===== config.mk =====
export PLATFORM = sky130hd
export DESIGN_NAME = seg_scan_ctrl
export DESIGN_NICKNAME = d
export VERILOG_FILES = /design/src/rtl/seg_scan_ctrl.sv
export SDC_FILE = /design/constraint.sdc
export NUM_CORES = 1
export LEC_CHECK = 0
export CORE_MARGIN = 3
export CORE_UTILIZATION = 30
export CTS_CLUSTER_SIZE = 25
export DETAILED_ROUTE_END_ITERATION = 16
export PLACE_DENSITY = 0.57
export SYNTH_ARGS = -nofsm -noshare
export SYNTH_HDL_FRONTEND = slang
export SYNTH_SLANG_ARGS = --single-unit

===== constraint.sdc =====
create_clock -name clk -period 3.72 [get_ports clk]
set_input_delay 0.558 -clock clk [delete_from_list [all_inputs] [get_ports clk]]
set_output_delay 0.558 -clock clk [all_outputs]
set_load 0.01 [all_outputs]

===== src/rtl/seg_scan_ctrl.sv =====
// ============================================================================
//  Module   : seg_scan_ctrl
//  Brief    : 8-digit multiplexed 7-segment scan controller with a per-frame
//             sequential double-dabble binary-to-BCD converter.
//             Optional macro: LEADING_ZERO_BLANK_EN (blank leading zero digits).
//  Revision : 1.0  initial release
// ============================================================================
`default_nettype none

module seg_scan_ctrl #(
   parameter int DIGIT_TICKS = 100_000,
   parameter int NUM_W       = 14
) (
   input  logic             clk,
   input  logic             rst,
   input  logic [NUM_W-1:0] num,
   input  logic [7:0]       dp_mask,
   output logic [6:0]       cathode,
   output logic [7:0]       anode,
   output logic             dp,
   output logic             busy
);

   localparam int                TICK_W    = $clog2(DIGIT_TICKS);
   localparam int                SR_W      = NUM_W + 20;
   localparam logic [TICK_W-1:0] TICK_LAST = TICK_W'(DIGIT_TICKS - 1);

   typedef enum logic [1:0] {
      S_IDLE  = 2'd0,
      S_ADJ   = 2'd1,
      S_SHIFT = 2'd2,
      S_DONE  = 2'd3
   } state_t;

   state_t            state_q,       state_d;
   logic [TICK_W-1:0] tick_cnt_q,    tick_cnt_d;
   logic [2:0]        digit_idx_q,   digit_idx_d;
   logic              frame_start_q, frame_start_d;
   logic [SR_W-1:0]   sr_q,          sr_d;
   logic [3:0]        iter_q,        iter_d;
   logic [19:0]       pending_q,     pending_d;
   logic [19:0]       display_q,     display_d;
   logic [7:0]        anode_q,       anode_d;
   logic [6:0]        cathode_q,     cathode_d;
   logic              dp_q,          dp_d;

   logic              tick_last;
   logic              digit_on;
   logic [3:0]        digit_val;

   function automatic logic [6:0] seg7(input logic [3:0] d);
      case (d)
         4'd0:    seg7 = 7'b1000000;
         4'd1:    seg7 = 7'b1111001;
         4'd2:    seg7 = 7'b0100100;
         4'd3:    seg7 = 7'b0110000;
         4'd4:    seg7 = 7'b0011001;
         4'd5:    seg7 = 7'b0010010;
         4'd6:    seg7 = 7'b0000010;
         4'd7:    seg7 = 7'b1111000;
         4'd8:    seg7 = 7'b0000000;
         4'd9:    seg7 = 7'b0010000;
         default: seg7 = 7'h7F;
      endcase
   endfunction

   // Scan timing; display only takes the new result at a slot boundary
   always_comb begin
      tick_last     = (tick_cnt_q == TICK_LAST);
      tick_cnt_d    = tick_last ? '0 : tick_cnt_q + 1'b1;
      digit_idx_d   = tick_last ? digit_idx_q + 3'd1 : digit_idx_q;
      frame_start_d = tick_last && (digit_idx_q == 3'd7);
      display_d     = tick_last ? pending_q : display_q;
   end

   always_comb begin
      state_d   = state_q;
      sr_d      = sr_q;
      iter_d    = iter_q;
      pending_d = pending_q;
      case (state_q)
         S_IDLE: begin
            if (frame_start_q) begin
               sr_d    = {20'd0, num};
               iter_d  = 4'(NUM_W);
               state_d = S_ADJ;
            end
         end
         S_ADJ: begin
            for (int i = 0; i < 5; i++) begin
               if (sr_q[NUM_W + 4*i +: 4] >= 4'd5)
                  sr_d[NUM_W + 4*i +: 4] = sr_q[NUM_W + 4*i +: 4] + 4'd3;
            end
            state_d = S_SHIFT;
         end
         S_SHIFT: begin
            sr_d    = sr_q << 1;
            iter_d  = iter_q - 4'd1;
            state_d = (iter_q == 4'd1) ? S_DONE : S_ADJ;
         end
         S_DONE: begin
            pending_d = sr_q[SR_W-1 -: 20];
            state_d   = S_IDLE;
         end
         default: state_d = S_IDLE;
      endcase
   end

`ifdef LEADING_ZERO_BLANK_EN
   logic [4:1] nib_nz;
   logic       lz_blank;

   // A digit is blank when it and every digit above it are zero
   always_comb begin
      for (int i = 1; i < 5; i++)
         nib_nz[i] = |display_q[4*i +: 4];
      case (digit_idx_q)
         3'd1:    lz_blank = ~|nib_nz[4:1];
         3'd2:    lz_blank = ~|nib_nz[4:2];
         3'd3:    lz_blank = ~|nib_nz[4:3];
         3'd4:    lz_blank = ~nib_nz[4];
         default: lz_blank = 1'b0;
      endcase
   end
`endif

   always_comb begin
      digit_val = 4'd0;
      for (int i = 0; i < 5; i++) begin
         if (digit_idx_q == 3'(i))
            digit_val = display_q[4*i +: 4];
      end
      digit_on  = (digit_idx_q <= 3'd4);
      anode_d   = digit_on ? ~(8'd1 << digit_idx_q) : 8'hFF;
      cathode_d = digit_on ? seg7(digit_val) : 7'h7F;
`ifdef LEADING_ZERO_BLANK_EN
      if (lz_blank)
         cathode_d = 7'h7F;
`endif
      dp_d      = digit_on ? ~dp_mask[digit_idx_q] : 1'b1;
   end

   always_ff @(posedge clk) begin
      if (rst) begin
         state_q       <= S_IDLE;
         tick_cnt_q    <= '0;
         digit_idx_q   <= 3'd0;
         frame_start_q <= 1'b1;
         sr_q          <= '0;
         iter_q        <= 4'd0;
         pending_q     <= 20'd0;
         display_q     <= 20'd0;
         anode_q       <= 8'hFF;
         cathode_q     <= 7'h7F;
         dp_q          <= 1'b1;
      end else begin
         state_q       <= state_d;
         tick_cnt_q    <= tick_cnt_d;
         digit_idx_q   <= digit_idx_d;
         frame_start_q <= frame_start_d;
         sr_q          <= sr_d;
         iter_q        <= iter_d;
         pending_q     <= pending_d;
         display_q     <= display_d;
         anode_q       <= anode_d;
         cathode_q     <= cathode_d;
         dp_q          <= dp_d;
      end
   end

   assign anode   = anode_q;
   assign cathode = cathode_q;
   assign dp      = dp_q;
   assign busy    = (state_q != S_IDLE);

endmodule

`default_nettype wire


# Word level (Yosys, flattened, before mapping)
# Memory sizes are Yosys's and may differ from the RTL's. A register that Yosys moved wholly into a read port is not among the register bits.
# Index checks and enable logic that the tools add are counted.
# op_classes
n_shift,1
magnitude_cmp,7
n_eq_ne,16
addsub,8
reduce_logical,14
bitwise,3
muxes,20
# op_table
operator,count
20-bit one-hot mux with 3 select lines,1
4-bit 2-to-1 mux,11
34-bit 2-to-1 mux,1
14-bit one-hot mux with 2 select lines,1
4-bit by 2-bit adder with 4-bit output (second input constant),5
4-bit by 3-bit >= comparator with 1-bit output (second input constant),5
17-bit by 1-bit adder with 17-bit output (second input constant),1
17-bit == test (second input constant),1
3-bit AND reduction,5
2-bit inequality test (second input constant),6
8-bit inverter,1
2-bit one-hot mux with 4 select lines,1
4-bit one-hot mux with 2 select lines,1
1-bit by 3-bit left shift with 8-bit output (first input constant),1
3-bit by 2-bit == test with 1-bit output (second input constant),2
3-bit == test (second input constant),2
2-bit == test (second input constant),2
4-bit by 1-bit == test with 1-bit output (second input constant),1
3-bit by 4-bit < comparator with 1-bit output (second input constant),1
2-bit 2-to-1 mux,2
2-bit nonzero test,2
2-bit OR reduction,2
4-bit by 1-bit subtractor with 4-bit output (second input constant),1
3-bit by 1-bit adder with 3-bit output (second input constant),1
other kinds (11),12
# word_totals
word_cells,85
regBits,110
rom_bits,112
in_bits,24
out_inout_bits,17
memories,1
# mem_list
name,depth,word_bits,rd,rd_clocked_by_memory_dff,wr,line_no,text
(name not given),16,7,1,1,0,52,case (d)

# Logic depth before layout (Yosys ltp)
# logic_depth
ltp_word,6
depth_mapped,11
ltp_nobuf,9

# Worst setup path before layout
# OpenSTA, ideal clock, no wires.
# synth_path
kind,flip-flop to flip-flop
startpoint,reg digit_idx_q[0]
endpoint,reg cathode_q[1] (netlist: cathode[1])
t_required_ps,3584
t_arrival_ps,2308
stages_incl_launch_ff,11
n_path_buf,2
setup_time_ps,136
synth_period_minus_slack_ps,2445
slack_ps,1275
cell_sequence,dfxtp_1 > inv_1 > ha_1 > clkbuf_1 > and2_0 > clkbuf_1 > a211oi_1 > inv_1 > ha_1 > a21oi_1 > o21ai_0
# synth_between
elab_chain_cells,6
word_cells_on_any_way,13
classes_between,1 x order compare; 4 x eq/ne; 5 x mux; 1 x bitwise; 2 x reduce/logical
# synth_lines
item,line_no,text
"start, declared",37,"logic [2:0] digit_idx_q, digit_idx_d;"
"start signal, assigned",159,digit_idx_q <= digit_idx_d;
3-bit zero test,130,if (digit_idx_q == 3'(i))
4-bit 2-to-1 mux (5 in series),130,
"end, declared",44,"logic [6:0] cathode_q, cathode_d;"
# Parallel ways exist; a longest one is shown, timed or not.
# A chain may end at the register's enable or synchronous reset.

# Worst setup path after layout
# Ends and elaborated chain as after synthesis.

==> impl_metrics.py <==
metrics = {
    "worst_setup_path": {
        "rrSetupSlack_ns": 0.91,
        "r2r_start": "digit_idx_q[0]",
        "endpoint": "cathode[1]",
        "critPathArrivalTime_ns": 3.05,
        "reg2regPathDepth": 9,
        "worstSetupStartpointType": "flip-flop",
        "startpoint": "digit_idx_q[0]",
        "r2r-end": "cathode[1]",
        "path_class": "flip-flop to flip-flop",
        "crit_fanout": 7,
        "required_ns": 3.96,
        "worstSetupEndpointType": "flip-flop",
    },
    "die": {
        "die_area_um2": 20100,
        "initial_core_util": 0.307,
        "core_um2": 18000,
        "pin_count": 41,
        "die_h_um": 142,
        "die_w_um": 142,
        "rows": 49,
    },
    "cells_and_area": {
        "instances_no_fill": 914,
        "design_area_um2": 6700,
        "fin_util": 0.372,
        "area_growth_pct": 21.1,
        "fillers": 1850,
        "nets": 721,
        "antenna_cells": 0,
        "drive_gt1_frac": 0.120,
    },
    "hold_path": {
        "hp-class": "flip-flop to flip-flop",
    },
    "power": {
        "vdd_ir_drop_max_uv": 366,
        "power.density_nw_per_um2": 513,
        "p_leak_nw": 2.33,
    },
    "timing": {
        "finalSetupTns_ns": 0,
        "rsz0062_at_grt": "false",
        "hold_viol": 0,
        "setup_viol": 0,
        "finalCritPeriodShare": 0.756,
        "fin_ws_ns": 0.909,
        "finClkSkew_ns": 0.00937,
        "max_freq_ghz": 0.356,
        "worst_pin_slew_ns": 0.926,
        "period_needed_ns": 2.81,
        "slew_headroom": 0.383,
        "drv_slew": 0,
    },
    "drt": {
        "wl_per_cell_um": 13.0,
        "vias_per_cell": 4.76,
        "remaining_drc_errors": 0,
        "drtAntennaViolNets": 0,
        "first_iter_violations": 255,
        "dr.pass1.iters": 4,
        "wirelength_mm": 11.9,
        "vias": 4351,
    },
    "clocking": {
        "cts_setup_buffers": 0,
        "cts_buffer_depth": 2,
        "post_cts_resize_count": 0,
        "cts_tree": "built",
        "cts-htree-levels": 4,
        "cts_sinks": 117,
        "clk_latency_ns": 0.41,
        "cts_root_buf": "clkbuf_16",
        "ctsHoldBuffers": 0,
        "numCtsBuffers": 17,
        "clk_pin_slew_ns": 0.05,
    },
    "global_routing": {
        "grt_antenna_before_repair": 0,
        "overflow": 0,
        "grt_pass1_vias": 4110,
        "grt_max_degree": 66,
        "grt_use_total": 0.125,
        "grt_pass1_wl_mm": 20.6,
    },
    "logic_synthesis": {
        "synth_xor_xnor_area_share": 0.0332,
        "synth_top_family_by_area": "simple AND/OR/NAND/NOR gates",
        "ys_seq_area_frac": 0.423,
        "netlist_area_um2": 5540,
        "yosys.area_share.adder": 0.0565,
        "yosys.cell_types.count": 48,
        "synth_compound_area_frac": 0.168,
        "synth_cells": 645,
        "yosys_register_bits": 117,
        "synth_mux_area_frac": 0.0734,
        "yosys_warnings": 0,
        "syn_area_per_cell_um2": 8.59,
        "yosys.area_share.simple": 0.193,
        "syn-num-nets": 694,
    },
    "place": {
        "port-buffer-count": 40,
        "place_congestion": 0.812,
        "dpl.hpwl_mm": 7.74,
        "postPlaceCellArea_um2": 6080,
        "place_inst": 882,
        "post-place-ws_ns": 0.987,
    },
    "outcome": {
        "run_status": "completed",
    },
    "job": {
        "drv_cap": 0,
    },
}
per-layer routing:
layer  GRT usage  routed length [um]  up-vias
met4      0.0419                 106        0
met1       0.167                5910     2013
met5           0                   0        -
met2       0.191                5460       59
li1            -                   -     2270
met3      0.0391                 384        9
cell usage after synthesis (all sizes together):
cell type,count,area [um2]
nand4,5,31.3
o22ai,1,6.26
o211ai,1,7.51
and3,4,25.0
mux4,2,45.0
nor3,4,20.0
nor2,75,282
a211oi,18,140
inv,30,113
o211a,1,10.0
mux2,1,11.3
or2,2,12.5
nor2b,3,18.8
and4bb,1,12.5
and4,1,8.76
dfxtp,117,2340
a21o,1,7.51
or4,2,18.8
nand3b,3,22.5
a211o,6,52.6
clkbuf,27,101
nand2b,15,93.8
a21boi,1,7.51
xnor2,7,61.3
mux2i,35,350
ha,25,313
a221oi,2,17.5
nand3,26,130
nor4,1,6.26
a21oi,63,383
nor4b,1,15.0
a22oi,3,22.5
xor2,14,123
a311oi,3,26.3
nand2,84,360
a221o,1,10.0
and2,2,12.5
o221ai,1,8.76
o21ai,46,230
buf,10,78.8
placed cells by master (no fill, tap or decap), types with 2 or more instances in the layout:
cell / instances
a211o_1: 6
a211oi_1: 17
a21oi_1: 45
a21oi_2: 18
a221oi_1: 2
a22oi_1: 3
a311oi_1: 3
and3_1: 4
buf_4: 6
bufinv_16: 4
clkbuf_16: 17
clkdlybuf4s50_1: 39
clkinv_2: 3
clkinvlp_4: 5
dfxtp_1: 117
ha_1: 25
inv_1: 30
mux2i_1: 35
mux4_2: 2
nand2_1: 66
nand2_2: 18
nand2b_1: 15
nand3_1: 26
nand3b_1: 3
nand4_1: 5
nor2_1: 75
nor2b_1: 3
nor3_1: 4
o21ai_0: 46
or2_2: 2
xnor2_1: 7
xor2_1: 14
power breakdown:
part | switching [mW] | internal, mW | total, mW | leakage, nW
combinational | 0.240 | 0.143 | 0.383 | 1.09
clock | 0.579 | 1.13 | 1.71 | 0.291
sequential | 0.0402 | 1.31 | 1.35 | 0.951
kinds of logic after synthesis:
family	count (synthesis)
and+or+nand+nor	229
AOI/OAI and AO/OA	148
DFF	117
buffers and inverters	67
muxes	38
adders and majority gates	25
xor gates and xnor gates	21
state kept, by name (all words and copies together), names as in the netlist:
| signal | flops |
|---|---|
| state_q | 2 |
| pending_q | 20 |
| sr_q | 34 |
| dp | 1 |
| cathode | 7 |
| frame_start_q | 1 |
| digit_idx_q | 3 |
| anode | 8 |
| tick_cnt_q | 17 |
| iter_q | 4 |
| display_q | 20 |
final cells by class:
| class | instances | area [um2] | share of cell area |
|---|---|---|---|
| inverters | 30 | 113 | 0.0168 |
| well taps | 229 | 287 | 0.0427 |
| clock inverters | 13 | 181 | 0.0271 |
| multi-input cells | 461 | 2900 | 0.433 |
| clock buffers | 19 | 443 | 0.0661 |
| flip-flops and latches | 117 | 2340 | 0.349 |
| repair buffers | 45 | 435 | 0.0649 |
critical path, stage by stage (launching register included):
cell      delay (ns)
dfxtp_1         0.49
ha_1            0.24
ha_1            0.29
or2_2           0.20
a221oi_1        0.05
a211oi_1        0.67
inv_1           0.15
ha_1            0.34
a21oi_1         0.13
o21ai_0         0.09
worst min path at each step:
stage	from	to	slack (ns)	cells past startpoint
after floorplan	display_q[5]	display_q[5]	0.43	2
after global placement	pending_q[14]	display_q[14]	0.45	2
after detailed placement	display_q[15]	display_q[15]	0.45	2
after CTS	pending_q[18]	display_q[18]	0.46	2
after global routing	display_q[15]	display_q[15]	0.47	2
final	pending_q[18]	display_q[18]	0.45	2
through the flow:
step	power, mW	hold WS (ns)
floorplan	1.64	0.432
finish	3.44	0.454
global placement	1.76	0.447
global route	3.61	0.471
detailed placement	1.76	0.450
CTS	3.50	0.456
Note: power is estimated with default switching activity, not from simulation.
